## config.mk

```make
export PLATFORM = sky130hd
export DESIGN_NAME = ysyx_22041211_mem_arbiter_flat
export DESIGN_NICKNAME = d
export VERILOG_FILES = /design/src/rtl/ysyx_22041211_mem_arbiter_if.sv /design/src/rtl/ysyx_22041211_mem_arbiter.sv /design/src/flat_wrapper.sv
export SDC_FILE = /design/constraint.sdc
export NUM_CORES = 1
export LEC_CHECK = 0
export ABC_CLOCK_PERIOD_IN_PS = 3200
export CORE_AREA = 2 2 127 129
export CTS_BUF_LIST = sky130_fd_sc_hd__clkbuf_8 sky130_fd_sc_hd__clkbuf_16
export CTS_CLUSTER_DIAMETER = 30
export DETAILED_ROUTE_END_ITERATION = 8
export DIE_AREA = 0 0 129 131
export MAX_ROUTING_LAYER = met4
export PLACE_DENSITY = 0.82
export SYNTH_ARGS = -nofsm -noshare
export SYNTH_HDL_FRONTEND = slang
export SYNTH_SLANG_ARGS = --single-unit
```

## constraint.sdc

```tcl
create_clock -name clk -period 3.2 [get_ports clk]
set_clock_uncertainty 0.2 [all_clocks]
set_input_delay 0.64 -clock clk [delete_from_list [all_inputs] [get_ports clk]]
set_output_delay 0.64 -clock clk [all_outputs]
set_load 0.01 [all_outputs]
```

## src/rtl/ysyx_22041211_mem_arbiter_if.sv

```systemverilog
// Generic valid/ready memory request/response bus shared by IFU, LSU and the memory port.
// The master drives requests and consumes responses; the slave does the opposite.
`ifndef MEM_MASK_8
`define MEM_MASK_8  8'h01
`endif
`ifndef MEM_MASK_16
`define MEM_MASK_16 8'h03
`endif
`ifndef MEM_MASK_32
`define MEM_MASK_32 8'h0f
`endif

interface ysyx_22041211_mem_arbiter_if #(
    parameter int DATA_LEN = 32,
    parameter int ADDR_LEN = 32
);
    logic                req_valid;
    logic                req_ready;
    logic [ADDR_LEN-1:0] addr;
    logic                wen;
    logic [DATA_LEN-1:0] wdata;
    logic [7:0]          mask;
    logic                resp_valid;
    logic                resp_ready;
    logic [DATA_LEN-1:0] rdata;

    modport master (
        output req_valid, addr, wen, wdata, mask, resp_ready,
        input  req_ready, resp_valid, rdata
    );

    modport slave (
        input  req_valid, addr, wen, wdata, mask, resp_ready,
        output req_ready, resp_valid, rdata
    );
endinterface

```

## src/rtl/ysyx_22041211_mem_arbiter.sv

```systemverilog
// Non-pipelined IFU/LSU arbiter in front of the single memory port, one transaction in flight.
// Define ARB_ROUND_ROBIN_EN for round-robin on simultaneous requests; default is LSU priority.
//
// state | meaning
// IDLE  | no transaction; grant a requester and latch its request
// REQ   | presenting latched request to memory until mem accepts
// WAIT  | waiting for memory response; captures read data
// RESP  | holding response to the owner until it is consumed
module ysyx_22041211_mem_arbiter #(
    parameter int DATA_LEN = 32,
    parameter int ADDR_LEN = 32
) (
    input  logic clk,
    input  logic rst,
    ysyx_22041211_mem_arbiter_if.slave  ifu,
    ysyx_22041211_mem_arbiter_if.slave  lsu,
    ysyx_22041211_mem_arbiter_if.master mem,
    output logic busy
);

    typedef enum logic [1:0] {
        IDLE = 2'd0,
        REQ  = 2'd1,
        WAIT = 2'd2,
        RESP = 2'd3
    } state_t;

    localparam logic OWNER_IFU = 1'b0;
    localparam logic OWNER_LSU = 1'b1;

    state_t              state;
    state_t              state_nxt;
    logic [ADDR_LEN-1:0] addr_q;
    logic                wen_q;
    logic [DATA_LEN-1:0] wdata_q;
    logic [7:0]          mask_q;
    logic                owner_q;
    logic [DATA_LEN-1:0] rdata_q;
    logic                any_req;
    logic                grant_lsu;
    logic                accept;

    // IFU is read-only, so its write-side bus fields are never looked at.
    logic unused_ifu;
    assign unused_ifu = ^{ifu.wen, ifu.wdata, ifu.mask};

`ifdef ARB_ROUND_ROBIN_EN
    logic last_grant;
`endif

    assign any_req = ifu.req_valid | lsu.req_valid;
    assign accept  = (state == IDLE) && any_req;

    always_comb begin
        grant_lsu = 1'b0;
        if (lsu.req_valid && !ifu.req_valid) begin
            grant_lsu = 1'b1;
        end else if (lsu.req_valid && ifu.req_valid) begin
`ifdef ARB_ROUND_ROBIN_EN
            grant_lsu = (last_grant == OWNER_IFU);
`else
            grant_lsu = 1'b1;
`endif
        end
    end

    always_ff @(posedge clk or negedge rst) begin
        if (!rst) begin
            state <= IDLE;
        end else begin
            state <= state_nxt;
        end
    end

    always_comb begin
        state_nxt = state;
        case (state)
            IDLE: if (any_req)                    state_nxt = REQ;
            REQ:  if (mem.req_ready)              state_nxt = WAIT;
            WAIT: if (mem.resp_valid)             state_nxt = RESP;
            RESP: begin
                if ((owner_q == OWNER_LSU) ? lsu.resp_ready : ifu.resp_ready)
                    state_nxt = IDLE;
            end
            default:                              state_nxt = IDLE;
        endcase
    end

    always_ff @(posedge clk or negedge rst) begin
        if (!rst) begin
            addr_q     <= '0;
            wen_q      <= 1'b0;
            wdata_q    <= '0;
            mask_q     <= '0;
            owner_q    <= OWNER_IFU;
            rdata_q    <= '0;
`ifdef ARB_ROUND_ROBIN_EN
            last_grant <= OWNER_LSU;
`endif
        end else begin
            if (accept) begin
                owner_q <= grant_lsu;
`ifdef ARB_ROUND_ROBIN_EN
                last_grant <= grant_lsu;
`endif
                if (grant_lsu) begin
                    addr_q  <= lsu.addr;
                    wen_q   <= lsu.wen;
                    wdata_q <= lsu.wdata;
                    mask_q  <= lsu.mask;
                end else begin
                    addr_q  <= ifu.addr;
                    wen_q   <= 1'b0;
                    wdata_q <= '0;
                    mask_q  <= `MEM_MASK_32;
                end
            end
            if (state == WAIT && mem.resp_valid) begin
                rdata_q <= wen_q ? '0 : mem.rdata;
            end
        end
    end

    // Grants are qualified with rst so a requester held valid during reset sees ready=0.
    always_comb begin
        ifu.req_ready  = 1'b0;
        lsu.req_ready  = 1'b0;
        ifu.resp_valid = 1'b0;
        lsu.resp_valid = 1'b0;
        ifu.rdata      = rdata_q;
        lsu.rdata      = rdata_q;
        mem.req_valid  = 1'b0;
        mem.resp_ready = 1'b0;
        mem.addr       = addr_q;
        mem.wen        = wen_q;
        mem.wdata      = wdata_q;
        mem.mask       = mask_q;
        busy           = (state != IDLE);
        case (state)
            IDLE: begin
                ifu.req_ready = rst && ifu.req_valid && !grant_lsu;
                lsu.req_ready = rst && grant_lsu;
            end
            REQ:  mem.req_valid  = 1'b1;
            WAIT: mem.resp_ready = 1'b1;
            RESP: begin
                ifu.resp_valid = (owner_q == OWNER_IFU);
                lsu.resp_valid = (owner_q == OWNER_LSU);
            end
            default: ;
        endcase
    end

endmodule

```

## src/flat_wrapper.sv

```systemverilog
// flat-port wrapper written by rule: the top's interface ports become plain ports
module ysyx_22041211_mem_arbiter_flat 
#(
    parameter int DATA_LEN = 32,
    parameter int ADDR_LEN = 32
)
  (clk, rst, busy, ifu_req_valid, ifu_addr, ifu_wen, ifu_wdata, ifu_mask, ifu_resp_ready, ifu_req_ready, ifu_resp_valid, ifu_rdata, lsu_req_valid, lsu_addr, lsu_wen, lsu_wdata, lsu_mask, lsu_resp_ready, lsu_req_ready, lsu_resp_valid, lsu_rdata, mem_req_valid, mem_addr, mem_wen, mem_wdata, mem_mask, mem_resp_ready, mem_req_ready, mem_resp_valid, mem_rdata);
  ysyx_22041211_mem_arbiter_if #(.DATA_LEN(DATA_LEN), .ADDR_LEN(ADDR_LEN)) ifu_i ();
  ysyx_22041211_mem_arbiter_if #(.DATA_LEN(DATA_LEN), .ADDR_LEN(ADDR_LEN)) lsu_i ();
  ysyx_22041211_mem_arbiter_if #(.DATA_LEN(DATA_LEN), .ADDR_LEN(ADDR_LEN)) mem_i ();
  input  logic clk;
  input  logic rst;
  output logic busy;
  input wire logic [$bits(ifu_i.req_valid)-1:0] ifu_req_valid;
  input wire logic [$bits(ifu_i.addr)-1:0] ifu_addr;
  input wire logic [$bits(ifu_i.wen)-1:0] ifu_wen;
  input wire logic [$bits(ifu_i.wdata)-1:0] ifu_wdata;
  input wire logic [$bits(ifu_i.mask)-1:0] ifu_mask;
  input wire logic [$bits(ifu_i.resp_ready)-1:0] ifu_resp_ready;
  output wire logic [$bits(ifu_i.req_ready)-1:0] ifu_req_ready;
  output wire logic [$bits(ifu_i.resp_valid)-1:0] ifu_resp_valid;
  output wire logic [$bits(ifu_i.rdata)-1:0] ifu_rdata;
  input wire logic [$bits(lsu_i.req_valid)-1:0] lsu_req_valid;
  input wire logic [$bits(lsu_i.addr)-1:0] lsu_addr;
  input wire logic [$bits(lsu_i.wen)-1:0] lsu_wen;
  input wire logic [$bits(lsu_i.wdata)-1:0] lsu_wdata;
  input wire logic [$bits(lsu_i.mask)-1:0] lsu_mask;
  input wire logic [$bits(lsu_i.resp_ready)-1:0] lsu_resp_ready;
  output wire logic [$bits(lsu_i.req_ready)-1:0] lsu_req_ready;
  output wire logic [$bits(lsu_i.resp_valid)-1:0] lsu_resp_valid;
  output wire logic [$bits(lsu_i.rdata)-1:0] lsu_rdata;
  output wire logic [$bits(mem_i.req_valid)-1:0] mem_req_valid;
  output wire logic [$bits(mem_i.addr)-1:0] mem_addr;
  output wire logic [$bits(mem_i.wen)-1:0] mem_wen;
  output wire logic [$bits(mem_i.wdata)-1:0] mem_wdata;
  output wire logic [$bits(mem_i.mask)-1:0] mem_mask;
  output wire logic [$bits(mem_i.resp_ready)-1:0] mem_resp_ready;
  input wire logic [$bits(mem_i.req_ready)-1:0] mem_req_ready;
  input wire logic [$bits(mem_i.resp_valid)-1:0] mem_resp_valid;
  input wire logic [$bits(mem_i.rdata)-1:0] mem_rdata;
  assign ifu_i.req_valid = ifu_req_valid;
  assign ifu_i.addr = ifu_addr;
  assign ifu_i.wen = ifu_wen;
  assign ifu_i.wdata = ifu_wdata;
  assign ifu_i.mask = ifu_mask;
  assign ifu_i.resp_ready = ifu_resp_ready;
  assign ifu_req_ready = ifu_i.req_ready;
  assign ifu_resp_valid = ifu_i.resp_valid;
  assign ifu_rdata = ifu_i.rdata;
  assign lsu_i.req_valid = lsu_req_valid;
  assign lsu_i.addr = lsu_addr;
  assign lsu_i.wen = lsu_wen;
  assign lsu_i.wdata = lsu_wdata;
  assign lsu_i.mask = lsu_mask;
  assign lsu_i.resp_ready = lsu_resp_ready;
  assign lsu_req_ready = lsu_i.req_ready;
  assign lsu_resp_valid = lsu_i.resp_valid;
  assign lsu_rdata = lsu_i.rdata;
  assign mem_req_valid = mem_i.req_valid;
  assign mem_addr = mem_i.addr;
  assign mem_wen = mem_i.wen;
  assign mem_wdata = mem_i.wdata;
  assign mem_mask = mem_i.mask;
  assign mem_resp_ready = mem_i.resp_ready;
  assign mem_i.req_ready = mem_req_ready;
  assign mem_i.resp_valid = mem_resp_valid;
  assign mem_i.rdata = mem_rdata;
  ysyx_22041211_mem_arbiter #(.DATA_LEN(DATA_LEN), .ADDR_LEN(ADDR_LEN)) u_core (.clk(clk), .rst(rst), .ifu(ifu_i), .lsu(lsu_i), .mem(mem_i), .busy(busy));
endmodule
```

==> reports/results.tsv <==
metric	value	unit
vias	4381	
wl_per_cell	14.2	µm
p_sw_frac	0.350	
clkPwrFrac	0.160	
worstPathRequired	2.36	ns
synth-seq-cells	108	
power.internal	0.00494	W
dpl_cell_area	7770	µm²
drive_gt1_frac	0.0471	
core_area	15600	µm²
cts_tree	yes	
p_comb_frac	0.513	
antenna_found_initial	0	
postSynthNetCount	705	
drtAntennaViolNets	0	
ios	330	
cts_num_sinks	108	
critical_path_class	input port to primary output	
drcViolationCount	0	
start_util	0.318	
cts_root_buf	clkbuf_16	
crit_chain	dlygate4sd3_1, buf_4, and4b_1, clkdlybuf4s50_1	
cts_buffers	9	
status	completed	
gp_congestion	0.742	
clk-insertion-delay-late	0.34	ns
ctsHtreeMaxLevel	3	
slowest_stage	clkdlybuf4s50_1	
port_buffers	288	
areaGrowthSynthToFinish	63.6	%
yosysWarnings	0	
drt_iter0_drc	188	
drv_slew	0	
die_width	129	µm
hold_viol_final	0	
fillerInstances	1406	
fin_tns_setup	0	ns
wirelength	13900	µm
ys_types	27	
die_h	131	µm
dp_cells	963	
rsz0062_at_grt	false	
period_needed	2.91	ns
critPathLaunchType	input port	
p_sw	0.00266	W
antenna_cells	0	
finalNonFillerCells	980	
crit_arrival	2.07	ns
grt_pass1_wl	20900	µm
p_per_area	938	nW/µm²
syn_area	4950	µm²
whs	0.270	ns
grt_overflow_total	0	
hold_class	flip-flop to flip-flop	
ys_seq_area_frac	0.546	
synth_edf_count	0	
finalCritPeriodShare	0.910	
first_pass_iters	4	
finalInstanceArea	8100	µm²
hpwlAfterDp	10500	µm
synthFlopType	dfrtp_1	
finalSetupViolCount	0	
cpPeakStageDelay	0.54	ns
grt_max_degree	65	
dieArea	16900	µm²
clkTransAtPathRegs	0.07	ns
ir_worst_vdd	0.000550	V
crit_path_end_kind	primary output	
async_flop_share	1.00	
leakage	3.67	nW
syn_area_per_cell	9.62	µm²
avgViaCountPerCell	4.47	
seq_power_share	0.327	
worstMarginPinSlew	0.951	ns
cts_max_path_buffers	2	
first_global_vias	4018	
syn-instance-count	515	
grt_usage	0.165	
slew_headroom	0.364	
max_freq	343	MHz
rows	46	
fin_util	0.520	
layout.nets	949	
maxCapViolations	0	
crit_fanout	7	
## layer usage
layer  wire length (µm)  share of wire  GRT usage
met5                  0              0          -
met3                915          0.066     0.0338
met4                273          0.020     0.0646
met2               6710           0.48      0.270
met1               6010           0.43      0.202
## synth_stat cells, drive strengths merged (4+ instances only)
cell | n | area share
nor2b | 4 | 0.0051
nand3 | 37 | 0.037
nand2b | 32 | 0.040
clkbuf | 16 | 0.014
nand2 | 147 | 0.11
o21ai | 69 | 0.070
dfrtp | 108 | 0.55
buf | 51 | 0.075
inv | 5 | 0.0038
mux2i | 33 | 0.067
ha | 4 | 0.010
## registers in the layout, indices dropped and copies added, names as in the netlist
name	count
u_core.mem.wdata	32
u_core.mem.mask	8
u_core.owner_q	1
u_core.mem.addr	32
u_core.mem.wen	1
u_core.ifu.rdata	32
u_core.state	2
## logic make-up (layout without fill, tap and decap cells)
family | after synthesis | count (layout) | share of synthesized area
buf+inv | 72 | 321 | 0.0927
mux | 34 | 34 | 0.0697
flops | 108 | 108 | 0.546
fa+ha+maj | 4 | 4 | 0.0101
compound gates | 72 | 72 | 0.0798
simple gates | 225 | 225 | 0.202
## final timing paths
check	cells after the start	start	end	slack (ns)
max in group asynchronous	4	rst	u_core.mem.wdata[16]$_DFFE_PN0P_	0.74
worst min register to register	2	u_core.mem.wdata[0]$_DFFE_PN0P_	u_core.mem.wdata[0]$_DFFE_PN0P_	0.27
min in group asynchronous	2	rst	u_core.mem.addr[26]$_DFFE_PN0P_	0.43
worst max register to register	5	u_core.state[0]$_DFFE_PN0P_	u_core.ifu.rdata[10]$_DFFE_PN0P_	1.07
worst max-delay path	4	rst	ifu_req_ready	0.29
worst min-delay path	2	u_core.mem.wdata[0]$_DFFE_PN0P_	u_core.mem.wdata[0]$_DFFE_PN0P_	0.27
## placed cells by master (no fill, tap or decap), types with 2 or more instances in the layout
| master | n |
|---|---|
| clkbuf_16 | 9 |
| buf_4 | 12 |
| o21ai_0 | 58 |
| mux2i_1 | 33 |
| nand2b_1 | 32 |
| clkdlybuf4s50_1 | 286 |
| dfrtp_1 | 108 |
| bufinv_16 | 2 |
| nor2b_1 | 4 |
| ha_1 | 3 |
| clkinv_4 | 2 |
| nand2_1 | 145 |
| nand2_2 | 2 |
| inv_1 | 5 |
| nand3_1 | 37 |
| o21ai_1 | 10 |
## worst max-delay path, delay by kind of cell
| kind | cells | cell delay (ns) |
|---|---|---|
| buf+inv | 3 | 1.22 |
| simple gates | 1 | 0.21 |
## timing repair
| item | CTS | global route |
|---|---|---|
| resized for setup | 0 | 0 |
| hold buffers | 1 | 0 |
| endpoints found under the hold margin | 4 | 0 |
| setup endpoints to repair | 0 | 0 |
| setup buffers | 0 | 0 |
## cell type report
class	instances	area [µm²]	area share
Sequential cell	108	2700	0.333
Tap cell	216	270	0.0333
Clock buffer	10	239	0.0295
Inverter	5	18.8	0.00232
Clock inverter	6	88.8	0.0110
Multi-Input combinational cell	335	1800	0.222
Timing Repair Buffer	300	2980	0.368
## power by group through the flow
stage / Combinational [W] / Sequential [W] / Clock, W
floorplan: 0.00157 / 0.00279 / 0
global placement: 0.00388 / 0.00248 / 0
detailed placement: 0.00395 / 0.00251 / 0
CTS: 0.00396 / 0.00249 / 0.00126
global route: 0.00426 / 0.00257 / 0.00130
finish: 0.00390 / 0.00248 / 0.00122
## per-stage QoR
step	setup slack, ns	total power, W
6_report	0.288	0.00760
5_1_grt	0.231	0.00814
4_1_cts	0.301	0.00771
3_5_place_dp	0.519	0.00646
3_3_place_gp	0.528	0.00637
2_1_floorplan	1.01	0.00436
Power figures use the tool's default switching activity.
